`config.mk`:
```
export PLATFORM = sky130hd
export DESIGN_NAME = seq_chunk_adder_flat
export DESIGN_NICKNAME = d
export VERILOG_FILES = /design/src/rtl/seq_chunk_adder_pkg.sv /design/src/rtl/seq_chunk_adder_if.sv /design/src/rtl/seq_chunk_adder_chunk.sv /design/src/rtl/seq_chunk_adder.sv /design/src/flat_wrapper.sv
export SDC_FILE = /design/constraint.sdc
export NUM_CORES = 1
export LEC_CHECK = 0
export ABC_AREA = 1
export CORE_UTILIZATION = 51
export CTS_BUF_LIST = sky130_fd_sc_hd__clkbuf_2 sky130_fd_sc_hd__clkbuf_4 sky130_fd_sc_hd__clkbuf_8
export DETAILED_ROUTE_END_ITERATION = 7
export GPL_TIMING_DRIVEN = 0
export PLACE_DENSITY = 0.81
export SLEW_MARGIN = 15
export SYNTH_ARGS = -nofsm -noshare
export SYNTH_HDL_FRONTEND = slang
export SYNTH_SLANG_ARGS = --single-unit
```
`constraint.sdc`:
```
create_clock -name clk -period 4.9 [get_ports clk]
set_clock_uncertainty 0.1 [all_clocks]
set_input_delay 0.98 -clock clk [delete_from_list [all_inputs] [get_ports clk]]
set_output_delay 0.98 -clock clk [all_outputs]
set_load 0.005 [all_outputs]
```
`src/rtl/seq_chunk_adder_pkg.sv`:
```
// Shared types and sizing helpers for the chunked ripple-carry adder.
package adder_pkg;

  typedef enum logic [1:0] {
    IDLE = 2'd0,
    ADD  = 2'd1,
    DONE = 2'd2
  } state_t;

  function automatic int nchunk_of(input int width, input int chunk);
    return width / chunk;
  endfunction

  // Chunk counter width; a single-chunk adder still gets a 1-bit counter.
  function automatic int cnt_width_of(input int width, input int chunk);
    int n;
    n = width / chunk;
    return (n <= 1) ? 1 : $clog2(n);
  endfunction

endpackage

```
`src/rtl/seq_chunk_adder_if.sv`:
```
// Operand/result handshake bundle for seq_chunk_adder.
interface seq_chunk_adder_if #(
  parameter int WIDTH = 64
);
  logic             in_valid;
  logic             in_ready;
  logic [WIDTH-1:0] a;
  logic [WIDTH-1:0] b;
  logic             cin;
  logic             out_valid;
  logic             out_ready;
  logic [WIDTH-1:0] sum;
  logic             cout;
  logic             overflow;

  modport master (
    output in_valid, a, b, cin, out_ready,
    input  in_ready, out_valid, sum, cout, overflow
  );

  modport slave (
    input  in_valid, a, b, cin, out_ready,
    output in_ready, out_valid, sum, cout, overflow
  );
endinterface

```
`src/rtl/seq_chunk_adder_chunk.sv`:
```
// N-bit ripple chain of full-adder cells; also exposes the carry into the top bit.
module full_adder (
  input  logic a,
  input  logic b,
  input  logic cin,
  output logic s,
  output logic cout
);
  assign s    = a ^ b ^ cin;
  assign cout = (a & b) | (cin & (a ^ b));
endmodule

module chunk_adder #(
  parameter int N = 8
) (
  input  logic [N-1:0] a,
  input  logic [N-1:0] b,
  input  logic         cin,
  output logic [N-1:0] s,
  output logic         cout,
  output logic         c_msb_in
);
  logic [N:0] c;

  assign c[0] = cin;

  for (genvar i = 0; i < N; i++) begin : g_fa
    full_adder u_fa (
      .a    (a[i]),
      .b    (b[i]),
      .cin  (c[i]),
      .s    (s[i]),
      .cout (c[i+1])
    );
  end

  assign cout     = c[N];
  assign c_msb_in = c[N-1];
endmodule

```
`src/rtl/seq_chunk_adder.sv`:
```
// Multi-cycle adder: adds CHUNK bits per clock through one shared ripple chain.
module seq_chunk_adder
  import adder_pkg::*;
#(
  parameter int WIDTH = 64,
  parameter int CHUNK = 8
) (
  input logic              clk,
  input logic              rst,
  seq_chunk_adder_if.slave bus
);
  localparam int NCHUNK = nchunk_of(WIDTH, CHUNK);
  localparam int CW     = cnt_width_of(WIDTH, CHUNK);

  state_t           state;
  state_t           state_next;
  logic [WIDTH-1:0] a_reg;
  logic [WIDTH-1:0] b_reg;
  logic [WIDTH-1:0] sum_reg;
  logic             carry;
  logic             cout_reg;
  logic             ovf_reg;
  logic [CW-1:0]    cnt;
  logic             last;

  logic [CHUNK-1:0] a_slice;
  logic [CHUNK-1:0] b_slice;
  logic [CHUNK-1:0] s_slice;
  logic             c_out;
  logic             c_msb;

  assign a_slice = a_reg[cnt*CHUNK +: CHUNK];
  assign b_slice = b_reg[cnt*CHUNK +: CHUNK];
  assign last    = (cnt == CW'(NCHUNK - 1));

  chunk_adder #(.N(CHUNK)) u_chunk (
    .a        (a_slice),
    .b        (b_slice),
    .cin      (carry),
    .s        (s_slice),
    .cout     (c_out),
    .c_msb_in (c_msb)
  );

  always_ff @(posedge clk) begin
    if (rst) state <= IDLE;
    else     state <= state_next;
  end

  always_comb begin
    state_next = state;
    case (state)
      IDLE:    if (bus.in_valid) state_next = ADD;
      ADD:     if (last) state_next = DONE;
      DONE:    if (bus.out_ready) state_next = IDLE;
      default: state_next = IDLE;
    endcase
  end

  // The counter returns to 0 after the final chunk so the slice index never leaves the operand.
  always_ff @(posedge clk) begin
    if (rst) begin
      a_reg    <= '0;
      b_reg    <= '0;
      sum_reg  <= '0;
      carry    <= 1'b0;
      cout_reg <= 1'b0;
      ovf_reg  <= 1'b0;
      cnt      <= '0;
    end else begin
      case (state)
        IDLE: begin
          if (bus.in_valid) begin
            a_reg <= bus.a;
            b_reg <= bus.b;
            carry <= bus.cin;
            cnt   <= '0;
          end
        end
        ADD: begin
          sum_reg[cnt*CHUNK +: CHUNK] <= s_slice;
          carry <= c_out;
          if (last) begin
            cout_reg <= c_out;
            ovf_reg  <= c_msb ^ c_out;
            cnt      <= '0;
          end else begin
            cnt <= cnt + CW'(1);
          end
        end
        default: ;
      endcase
    end
  end

  assign bus.in_ready  = (state == IDLE);
  assign bus.out_valid = (state == DONE);
  assign bus.sum       = sum_reg;
  assign bus.cout      = cout_reg;
  assign bus.overflow  = ovf_reg;
endmodule

```
`src/flat_wrapper.sv`:
```
// flat-port wrapper written by rule: the top's interface ports become plain ports
module seq_chunk_adder_flat import adder_pkg::*;
#(
  parameter int WIDTH = 64,
  parameter int CHUNK = 8
)
  (clk, rst, bus_in_valid, bus_a, bus_b, bus_cin, bus_out_ready, bus_in_ready, bus_out_valid, bus_sum, bus_cout, bus_overflow);
  seq_chunk_adder_if #(.WIDTH(WIDTH)) bus_i ();
  input logic clk;
  input logic rst;
  input wire logic [$bits(bus_i.in_valid)-1:0] bus_in_valid;
  input wire logic [$bits(bus_i.a)-1:0] bus_a;
  input wire logic [$bits(bus_i.b)-1:0] bus_b;
  input wire logic [$bits(bus_i.cin)-1:0] bus_cin;
  input wire logic [$bits(bus_i.out_ready)-1:0] bus_out_ready;
  output wire logic [$bits(bus_i.in_ready)-1:0] bus_in_ready;
  output wire logic [$bits(bus_i.out_valid)-1:0] bus_out_valid;
  output wire logic [$bits(bus_i.sum)-1:0] bus_sum;
  output wire logic [$bits(bus_i.cout)-1:0] bus_cout;
  output wire logic [$bits(bus_i.overflow)-1:0] bus_overflow;
  assign bus_i.in_valid = bus_in_valid;
  assign bus_i.a = bus_a;
  assign bus_i.b = bus_b;
  assign bus_i.cin = bus_cin;
  assign bus_i.out_ready = bus_out_ready;
  assign bus_in_ready = bus_i.in_ready;
  assign bus_out_valid = bus_i.out_valid;
  assign bus_sum = bus_i.sum;
  assign bus_cout = bus_i.cout;
  assign bus_overflow = bus_i.overflow;
  seq_chunk_adder #(.WIDTH(WIDTH), .CHUNK(CHUNK)) u_core (.clk(clk), .rst(rst), .bus(bus_i));
endmodule
```
---- Word-level counts from Yosys, hierarchy flattened ----
Cells that the tools add are included.
cells by class
  add/subtract/negate cells ............... 2
  multiply operators ...................... 0
  div/mod/pow operators ................... 0
  $lt $le $gt $ge ......................... 0
  eq/ne operators ......................... 6
  shift operators ......................... 4
  muxes and demuxes ....................... 10
  bitwise operators ....................... 41
  reductions and logical operators ........ 6
operator list
  kind                                                                     count
  64-bit by 7-bit variable part select with 8-bit output                   2
  64-bit bitwise mux                                                       1
  8-bit by 34-bit variable shift with 64-bit output, first input constant  1
  8-bit by 34-bit variable part select with 64-bit output                  1
  6-bit negation with 34-bit output                                        1
  1-bit bitwise XOR                                                        17
  1-bit bitwise AND                                                        16
  1-bit bitwise OR                                                         8
  2-bit two-way mux                                                        3
  3-bit two-way mux                                                        2
  2-bit one-hot mux with 3 select lines                                    1
  3-bit one-hot mux with 2 select lines                                    1
  2-bit AND reduction                                                      3
  2-bit != test, second input constant                                     2
  3-bit by 1-bit adder with 3-bit output, second input constant            1
  3-bit == test, second input constant                                     1
  3-bit AND reduction                                                      1
  2-bit by 1-bit == test with 1-bit output, second input constant          1
  2-bit == test, second input constant                                     1
  2-bit zero test                                                          1
  2-bit by 1-bit != test with 1-bit output, second input constant          1
  1-bit one-hot mux with 2 select lines                                    1
  2-bit nonzero test                                                       1
  1-bit two-way mux                                                        1
storage, ports and cells
  register bits after elaboration ......... 200
  latch bits .............................. 0
  RAM bits ................................ 0
  memory bits (read-only) ................. 0
  input bits .............................. 133
  output and inout bits ................... 68
  memories ................................ 0

---- Depth between registers and ports, before layout ----
Gate-level depths: netlist of run 1.
  depth in word-level cells ............... 19
  mapped depth ............................ 20

---- By module ----
From an unflattened synthesis of run 1, not the netlist that was laid out.
unflattened totals
  cell total of the unflattened synthesis .. 1,330
  area total of the unflattened synthesis .. 9,110.0 sq um
modules (own cells, without submodules)
  module           instances  cells each  area each (sq um)  seq. area each (sq um)
  seq_chunk_adder  1          1,322       8,949.8            4,003.8
  full_adder       8          1           20.0               0.0

---- Worst setup path before layout of run 1 ----
OpenSTA, ideal clock, no wires.
  path type ............................... reg2reg
  start ................................... register u_core.cnt[0]
  end ..................................... register u_core.sum_reg[55] (netlist: u_core.bus.sum[55])
  library setup time ...................... 116 ps
  arrival ................................. 4,144 ps
  data required time ...................... 4,684 ps
  setup slack ............................. 540 ps
  stages on the path, launching flop included .. 21
  path buffers ............................ 2
  cell sequence ........................... dfxtp_1 buf_4 clkbuf_1 nor2_1 nor2_1 o21ai_0 o211ai_1 nand2_1 fa_1 fa_1 fa_1 fa_1 inv_1 fa_1 fa_1 fa_1 fa_1 nand2_1 nor2_1 o21ai_0 nor2_1
between the ends
  longest elaborated chain between the ends .. 19
RTL lines
  what                                                                       line                                                     RTL
  start: declaration                                                         seq_chunk_adder.sv:23                                    logic [CW-1:0] cnt;
  start signal: assignment                                                   seq_chunk_adder.sv:88                                    cnt <= cnt + CW'(1);
  64-bit by 7-bit variable part select with 8-bit output (on tied branches)  seq_chunk_adder.sv:32, seq_chunk_adder.sv:33
  1-bit bitwise XOR                                                          seq_chunk_adder_chunk.sv:9, seq_chunk_adder_chunk.sv:10
  1-bit bitwise AND                                                          seq_chunk_adder_chunk.sv:10                              assign cout = (a & b) | (cin & (a ^ b));
  1-bit bitwise OR                                                           seq_chunk_adder_chunk.sv:10
  1-bit bitwise AND                                                          seq_chunk_adder_chunk.sv:10
  1-bit bitwise OR                                                           seq_chunk_adder_chunk.sv:10
  1-bit bitwise AND                                                          seq_chunk_adder_chunk.sv:10
  1-bit bitwise OR                                                           seq_chunk_adder_chunk.sv:10
  [3 not listed]                                                             -
  1-bit bitwise OR                                                           seq_chunk_adder_chunk.sv:10
  1-bit bitwise AND                                                          seq_chunk_adder_chunk.sv:10
  1-bit bitwise OR                                                           seq_chunk_adder_chunk.sv:10
  1-bit bitwise AND                                                          seq_chunk_adder_chunk.sv:10
  1-bit bitwise OR                                                           seq_chunk_adder_chunk.sv:10
  1-bit bitwise XOR                                                          seq_chunk_adder_chunk.sv:9                               assign s = a ^ b ^ cin;
  8-bit by 34-bit variable part select with 64-bit output                    seq_chunk_adder.sv:81                                    sum_reg[cnt*CHUNK +: CHUNK] <= s_slice;
  64-bit bitwise mux (*)                                                     seq_chunk_adder.sv:81
  end signal: indexed assignment                                             seq_chunk_adder.sv:81
  end: declaration                                                           seq_chunk_adder.sv:19                                    logic [WIDTH-1:0] sum_reg;
Mark *: on every way between the ends. The rest lies on a longest branch, timed or not.
A chain may end at the register's enable or synchronous reset.

---- Worst setup path after layout of run 1 ----
Same ends and word-level chain as after synthesis.

==> impl_metrics.csv, run 1 <==
group,metric,value,unit
outcome,status,"completed",
logic_synthesis,yosysWarnings,0,
placed_design,dp_hpwl,21100,um
clocking,cts_root_buf,"clkbuf_8",
power,p_switching,1.11,mW
worst_hold_path,hold_path_end,"u_core.a_reg[45]",
die,die_y,135,um
routing,wl_per_cell,15.3,um
cells_and_area,fillCellCount,1555,
power,cellLeakagePower,4.96,nW
routing,route.vias.total,9279,
power,p_comb_share,20.8,%
clocking,ctsHoldBuffers,0,
critical_path,arrival,5050,ps
run,cap_violations,0,
sta,rsz0062_at_grt,"no",
cells_and_area,synthToLayoutAreaGrowth,30.4,%
sta,final-hold-violation-count,0,
worst_hold_path,hp-start,"u_core.a_reg[45]",
clocking,clock_sinks,200,
critical_path,worst_r2r_endpoint,"u_core.bus.sum[55]",
cells_and_area,n_antenna_cell,0,
cells_and_area,layout-drive-gt1-share,5.71,%
clocking,clockBufferDepth,2,
logic_synthesis,synth_fp_nets,1475,
grt,grt_pass1_wl,42000,um
critical_path,path_max_fanout,10,
grt,antenna_found_initial,0,
sta,final.min_clock_period,4750,ps
placed_design,port_buffers,200,
sta,worst_pin_slew,638,ps
routing,vias_per_cell,5.20,
sta,setup_viol,0,
logic_synthesis,synth_top_area_share,44.5,%
critical_path,reg2reg_depth,18,
grt,overflow,0,
logic_synthesis,ys_ff_latch,200,
logic_synthesis,synth_area_leaders,"dfxtp_1, nor2_1, o21ai_0",
clocking,clk_latency,490,ps
cells_and_area,seq_area,4010,um2
clocking,htreeDepth,4,
worst_hold_path,hold_depth,2,
logic_synthesis,synth_edf_count,0,
routing,ant_nets,0,
logic_synthesis,ys.flop_type,"dfxtp_1",
placed_design,pre_cts_slack,-151,ps
sta,worst_slack,146,ps
critical_path,end_kind,"register",
sta,drv_slew,0,
grt,grt_max_degree,17,
power,pwr-share-clk,30.3,%
clocking,cts_setup_buffers,0,
logic_synthesis,netlist_instances,1327,
logic_synthesis,synth_largest_area_cell,"dfxtp_1",
routing,firstDrtPassIters,5,
sta,fmax,210,MHz
power,total_power,3.65,mW
logic_synthesis,synth_cell_type_count,27,
die,die_w,135,um
cells_and_area,layout.nets,1694,
logic_synthesis,synth.avg_cell_area,6.78,um2
sta,relSlewSlack,57.4,%
worst_hold_path,min_path_type,"reg -> reg",
die,initial_core_util,52.2,%
power,peakVddDrop,0.226,mV
cells_and_area,multi_input_area,4350,um2
clocking,clk_pin_slew_worst_paths,100,ps
routing,drc_errors,0,
routing,dr.first_iter.drc_count,571,
die,rows,48,
placed_design,gp_congestion,0.959,
sta,fin_setup_tns,0,ps
grt,grt_pass1_vias,8452,
critical_path,start_kind,"register",
power,p_int,2.54,mW
die,core_area,17200,um2
power,powerDensity,311,nW/um2
power,switching_share,30.3,%
logic_synthesis,seq_area_frac_synth,44.5,%
die,num_io_pins,201,
power,pwr-share-seq,49.0,%
routing,wl,27200,um
clocking,cts_made_buffers,17,
critical_path,crit_type,"reg -> reg",
critical_path,r2r-start,"u_core.cnt[0]",
die,dieArea,18200,um2
logic_synthesis,synth-async-reset-ratio,0,%
grt,grt_usage,30.2,%
sta,fin_crit_sh,97.0,%
clocking,tritoncts,"yes",
logic_synthesis,syn_area,8990,um2
critical_path,crit_required,5190,ps
critical_path,reg2reg_slack,150,ps
cells in the final DEF (no fill, tap or decap), types with 21 or more instances in the layout:
cell type        instances
nand2_1                156
inv_1                   66
dfxtp_1                198
clkbuf_1                45
nand3_1                 41
a21oi_1                 26
clkbuf_8                21
clkdlybuf4s50_1        200
o21ai_0                210
buf_2                   21
nor2_1                 478
area by class of cell:
type | instances | share of cell area [%]
clock inverter | 10 | 1.00
clock buffer | 22 | 2.53
buffer | 81 | 3.28
multi-input combinational | 973 | 37.1
timing repair buffer | 200 | 17.1
inverter | 73 | 2.38
sequential | 200 | 34.2
tap | 225 | 2.40
what timing repair did:
| item | in CTS | in global routing |
|---|---|---|
| hold endpoints to repair | 0 | 0 |
| gates resized for setup | 6 | 16 |
| setup endpoints to repair | 8 | 10 |
stage by stage:
step	instance area, um2	hold WS, ps	cells	util [%]
floorplan	8990	329	1327	-
global placement	11300	344	1752	65.4
detailed placement	11300	349	1752	65.4
CTS	11700	364	1784	67.9
global route	11700	386	1784	68.0
finish	11700	366	1784	68.0
logic make-up (layout without fill, tap and decap cells):
group                    count (synthesis)  after routing  synth area share (%)
flip-flops                             200            200                  44.5
AO/OA/AOI/OAI                          259            259                  15.0
adder cells (fa/ha/maj)                 15             15                  2.76
XOR/XNOR                                 1              1                0.0974
buffers and inverters                  154            386                  7.08
AND/OR/NAND/NOR                        698            698                  30.6
worst max-delay path, cell delays in order (launching register included):
cell	delay [ps]
dfxtp_2	360
clkinv_2	150
clkbuf_1	360
o21ai_0	170
o211ai_1	160
nand2_1	130
fa_1	420
fa_1	380
fa_1	410
fa_1	370
inv_1	80
fa_1	190
fa_1	200
fa_1	240
fa_2	520
nand2_1	110
nor2_1	60
o21ai_0	180
nor2_1	60
cells in the mapped netlist, drive strengths merged, types with 3 or more instances:
cell and n:
o211ai 18, nor3 8, clkbuf 51, fa 8, nor2 487, nand3 41
o21ai 213, a21oi 26, inv 70, nand2 160, ha 7, clkinv 3
buf 30, dfxtp 200
worst max-delay path by stage:
stage	start	endpoint	slack, ps
detailed placement	u_core.cnt[0]	u_core.bus.sum[55]	-150
global route	u_core.cnt[0]	u_core.bus.sum[55]	1
global placement	u_core.cnt[0]	u_core.bus.sum[55]	-120
finish	u_core.cnt[0]	u_core.bus.sum[55]	150
CTS	u_core.cnt[0]	u_core.bus.sum[55]	2
floorplan	u_core.cnt[0]	u_core.bus.sum[55]	540
routing by layer:
layer / up-vias / wire [um] / global-route usage, %
met4: 0 / 1010 / 13.8
li1: 4638 / - / -
met2: 411 / 13000 / 51.9
met5: - / 0 / 0
met1: 4161 / 11400 / 36.8
met3: 69 / 1880 / 5.33
power by group through the flow:
stage	clock, mW	combinational (mW)	sequential, mW
final	1.10	0.758	1.79
after CTS	1.10	0.742	1.78
after floorplan	0	0.438	1.80
after global routing	1.16	0.831	1.79
after detailed placement	0	0.738	1.82
after global placement	0	0.729	1.82
Note: power is estimated with default switching activity, not from simulation.
==> inputs of run 2 (changes only) <==
ABC_CLOCK_PERIOD_IN_PS = 4900   (was unset)
==> results of run 2 <==
No change in the layout: final DEF, timing and power equal those of run 1.
==> edit 1: new RTL, flow settings as in run 2 <==
`CHUNK` is set to 8 in 2 places; all go to 9.
--- a/src/rtl/seq_chunk_adder.sv
+++ b/src/rtl/seq_chunk_adder.sv
@@ -4,5 +4,5 @@
 #(
   parameter int WIDTH = 64,
-  parameter int CHUNK = 8
+  parameter int CHUNK = 9
 ) (
   input logic              clk,
--- a/src/flat_wrapper.sv
+++ b/src/flat_wrapper.sv
@@ -3,5 +3,5 @@
 #(
   parameter int WIDTH = 64,
-  parameter int CHUNK = 8
+  parameter int CHUNK = 9
 )
   (clk, rst, bus_in_valid, bus_a, bus_b, bus_cin, bus_out_ready, bus_in_ready, bus_out_valid, bus_sum, bus_cout, bus_overflow);
Function: changed (a bounded check fails within 4 cycles, from zero or initial values and one cycle with rst high).
==> edit 1 against run 2 <==
Wire length about the same. Area after synthesis barely moved. Global-route usage increased by 0.054 points. Total power grew 1.4%. Sequential cell count unchanged. Cell area is 1.7% higher. Die area is essentially flat. Worst setup slack got worse by 16 ps. Critical path type unchanged.
==> edit 1: results (changes against run 2) <==
GR Util All Layers -> 30.3% (was 30.2%)
Signal buf overhead -> 21.7% (was 20.4%)
Register fraction of the total cell area -> 33.7% (was 34.2%)
Post-cts resize count -> 31 (was 6)
Non-clock inverters -> 88 (was 73)
Worst slew pin tran -> 552 ps (was 638 ps)
Synth Area in Compound Gates -> 12.2% (was 15.0%)
Per-cell routed wire length -> 15.6 microns (was 15.3 microns)
I/O Buffers -> 199 (was 200)
Number of global-route vias before repair -> 8533 (was 8452)
DRT Wirelength -> 27.2 mm (about the same)
Non-CTS buffers -> 288 (was 281)
LEAKAGE -> 4.99 nW (was 4.96 nW)
Synth Net Count -> 1427 (was 1475)
Peak VDD IR -> 201 uV (was 226 uV)
Largest net degree at the start of global routing -> 18 (was 17)
Postcts setup bufs -> 4 (was 0)
Post-Syn Area per Cell -> 7.03 sq um (was 6.78 sq um)
Crit-path max FO -> 9 (was 10)
Unique masters post-synth -> 31 (was 27)
DR vias/cell -> 5.21 (was 5.20)
Multi-input gate share of the layout cell area -> 35.9% (was 37.1%)
Synth top area cells -> dfxtp_1 (44%), nor2_1 (14%), nand2_1 (10%), o21ai_0 (4.8%), nand3_1 (3.8%) (was dfxtp_1 (45%), nor2_1 (20%), o21ai_0 (12%), nand2_1 (6.5%), inv_1 (2.8%))
RD Place Congestion -> 0.917 (was 0.959)
Post-synthesis xor/xnor area fraction -> 0.0973% (was 0.0974%)
Clock network area share -> 3.54% (was 3.53%)
Layout cells sized above 1 -> 10.6% (was 5.71%)
Status -> completed (unchanged)
Synth Area in Adders -> 2.70% (was 2.76%)
Number of clock buffers in the layout -> 21 (was 22)
Count of multi-input gates -> 911 (was 973)
-- edit 1: critical path: cells and delay by family (launching register included) --
family                   cells  cell delay, ps
adder cells (fa/ha/maj)      8            2640
buffers and inverters       10             900
AND/OR/NAND/NOR              6             440
flip-flops                   1             380
AO/OA/AOI/OAI                1             200
-- edit 1: power by group through the flow --
| stage | clock, mW | sequential (mW) | combinational [mW] |
|---|---|---|---|
| 3_5_place_dp | 0 | 1.82 | 0.729 |
| 3_3_place_gp | 0 | 1.82 | 0.712 |
| 4_1_cts | 1.11 | 1.79 | 0.754 |
| 2_1_floorplan | 0 | 1.81 | 0.430 |
| 6_report | 1.11 | 1.79 | 0.794 |
| 5_1_grt | 1.17 | 1.80 | 0.861 |
-- edit 1: cell families (layout without fill, tap and decap cells) --
logic type      count (synthesis)  after routing
xor+xnor                        1              1
buf+inv                       169            408
fa+ha+maj                      14             14
flops                         200            200
simple gates                  685            685
compound gates                211            211
-- edit 1: worst paths after layout --
kind	start	end	slack (ps)	cells after the start
setup / recovery	u_core.cnt[0]$_SDFFE_PP0P_	u_core.bus.sum[8]$_SDFFE_PP0P_	130	25
hold / removal	u_core.b_reg[52]$_SDFFE_PP0P_	u_core.b_reg[52]$_SDFFE_PP0P_	370	2
setup reg to reg	u_core.cnt[0]$_SDFFE_PP0P_	u_core.bus.sum[8]$_SDFFE_PP0P_	130	25
hold reg to reg	u_core.b_reg[52]$_SDFFE_PP0P_	u_core.b_reg[52]$_SDFFE_PP0P_	370	2
-- edit 1: metal layers --
metal | part of all wire, % | routed length [microns] | track usage, %
met1 | 40 | 11000 | 36.2
met4 | 4.4 | 1190 | 16.9
met3 | 7.8 | 2120 | 5.78
met5 | 0 | 0 | 0
met2 | 47 | 12900 | 51.0
==> edit 2: new RTL, settings of run 2 <==
Without the edit above. The 3 states of `state_t` get a one-hot encoding in 3 bits.
--- a/src/rtl/seq_chunk_adder_pkg.sv
+++ b/src/rtl/seq_chunk_adder_pkg.sv
@@ -2,8 +2,8 @@
 package adder_pkg;
 
-  typedef enum logic [1:0] {
-    IDLE = 2'd0,
-    ADD  = 2'd1,
-    DONE = 2'd2
+  typedef enum logic [2:0] {
+    IDLE = 3'b001,
+    ADD  = 3'b010,
+    DONE = 3'b100
   } state_t;
 
Check against the original RTL: same outputs for any inputs over 4 cycles, from zero or initial values and one cycle with rst high; so few cycles prove little.
==> edit 2 against run 2 <==
Synthesized cell count is 0.90% lower. Area after synthesis up 3.4%. Highest routed layer unchanged. Clock power up 35%. Global-route usage grew 1.4 points. Worst setup slack got worse by 39 ps. Largest cell class unchanged. Sequential cell count rose by 1. Cell area up 5.6%. Non-clock buffer count up 13. Total power grew 8.0%. Combinational power shrank 11%. Wire length rose by 8.7%. Utilization up 2.6 points.
==> edit 2: results (changes against run 2) <==
Hold EP -> u_core.b_reg[14]$_SDFFE_PP0P_ (was u_core.a_reg[45]$_SDFFE_PP0P_)
Seq/Total Area, Yosys -> 43.3% (was 44.5%)
Most frequent cells after synthesis -> nand2_1 (248), dfxtp_1 (201), a21oi_1 (182) (was nor2_1 (478), o21ai_0 (211), dfxtp_1 (200))
Normalized max-slew margin -> 56.3% (was 57.4%)
Post-synthesis xor/xnor area fraction -> 0.0942% (was 0.0974%)
Cells on worst reg2reg path -> 21 (was 18)
I/O Buffers -> 199 (was 200)
Post-layout min period -> 4790 ps (was 4750 ps)
DR vias/cell -> 5.48 (was 5.20)
Largest net degree at the start of global routing -> 16 (was 17)
Clock-pin transition on the worst setup and hold timing paths -> 60 ps (was 100 ps)
Slowest stage delay, CP -> 500 ps (was 520 ps)
Worst-Skew Late Latency -> 570 ps (was 490 ps)
Area after DPL -> 11600 sq um (was 11300 sq um)
Number of global-route vias before repair -> 9253 (was 8452)
Post-Syn Area per Cell -> 7.07 sq um (was 6.78 sq um)
Synth Area in Compound Gates -> 17.7% (was 15.0%)
Worst reg-to-reg setup slack -> 110 ps (was 150 ps)
Pre-CTS setup slack -> -734 ps (was -151 ps)
HP Start -> u_core.b_reg[14]$_SDFFE_PP0P_ (was u_core.a_reg[45]$_SDFFE_PP0P_)
Status -> completed (unchanged)
First-pass GRT wire length -> 45.8 mm (was 42.0 mm)
Synth Area in Adders -> 2.67% (was 2.76%)
LEAKAGE -> 5.06 nW (was 4.96 nW)
GR Util All Layers -> 31.6% (was 30.2%)
Layout cells sized above 1 -> 9.67% (was 5.71%)
Peak VDD IR -> 251 uV (was 226 uV)
-- edit 2: changes by cell type after synthesis, sizes merged, moves of 6 or more --
cell / delta
inv: +68
nor3: +6
clkbuf: -16
nand2: +90
o211ai: +14
o21ai: -116
nor2: -349
buf: +28
a21oi: +156
nand3: +108
-- edit 2: final cells by class --
class                           count  area, sq um
Buffer                             93          518
Clock buffer                       53          654
Clock inverter                      3         17.5
Fill cell                        1459         5160
Inverter                          139          524
Multi-Input combinational cell    882         4340
Sequential cell                   201         4030
Tap cell                          225          282
Timing Repair Buffer              201         2010
-- edit 2: power groups by stage --
stage	sequential (mW)	clock [mW]	combinational [mW]
2_1_floorplan	1.80	0	0.374
3_3_place_gp	1.81	0	0.628
3_5_place_dp	1.81	0	0.643
4_1_cts	1.78	1.49	0.653
5_1_grt	1.79	1.56	0.732
6_report	1.78	1.49	0.673
-- edit 2: layer usage --
metal / up-vias / GRT usage (%) / wire [microns]
li1: 4753 / - / -
met5: - / 0 / 0
met3: 105 / 5.93 / 2750
met1: 4479 / 38.8 / 11400
met4: 0 / 14.7 / 1330
met2: 515 / 53.5 / 14100
-- edit 2: what timing repair did --
item | CTS | global route
buffers inserted | 1 | 1
gates resized for setup | 29 | 22
pin swaps | 1 | 5
hold buffers | 0 | 0
setup endpoints to repair | 24 | 8
-- edit 2: worst max-delay path by stage --
stage	cells past startpoint	endpoint
6_report	21	u_core.bus.sum[55]$_SDFFE_PP0P_
3_3_place_gp	21	u_core.bus.sum[31]$_SDFFE_PP0P_
2_1_floorplan	21	u_core.bus.sum[55]$_SDFFE_PP0P_
5_1_grt	21	u_core.bus.sum[63]$_SDFFE_PP0P_
3_5_place_dp	21	u_core.bus.sum[31]$_SDFFE_PP0P_
4_1_cts	21	u_core.bus.sum[47]$_SDFFE_PP0P_
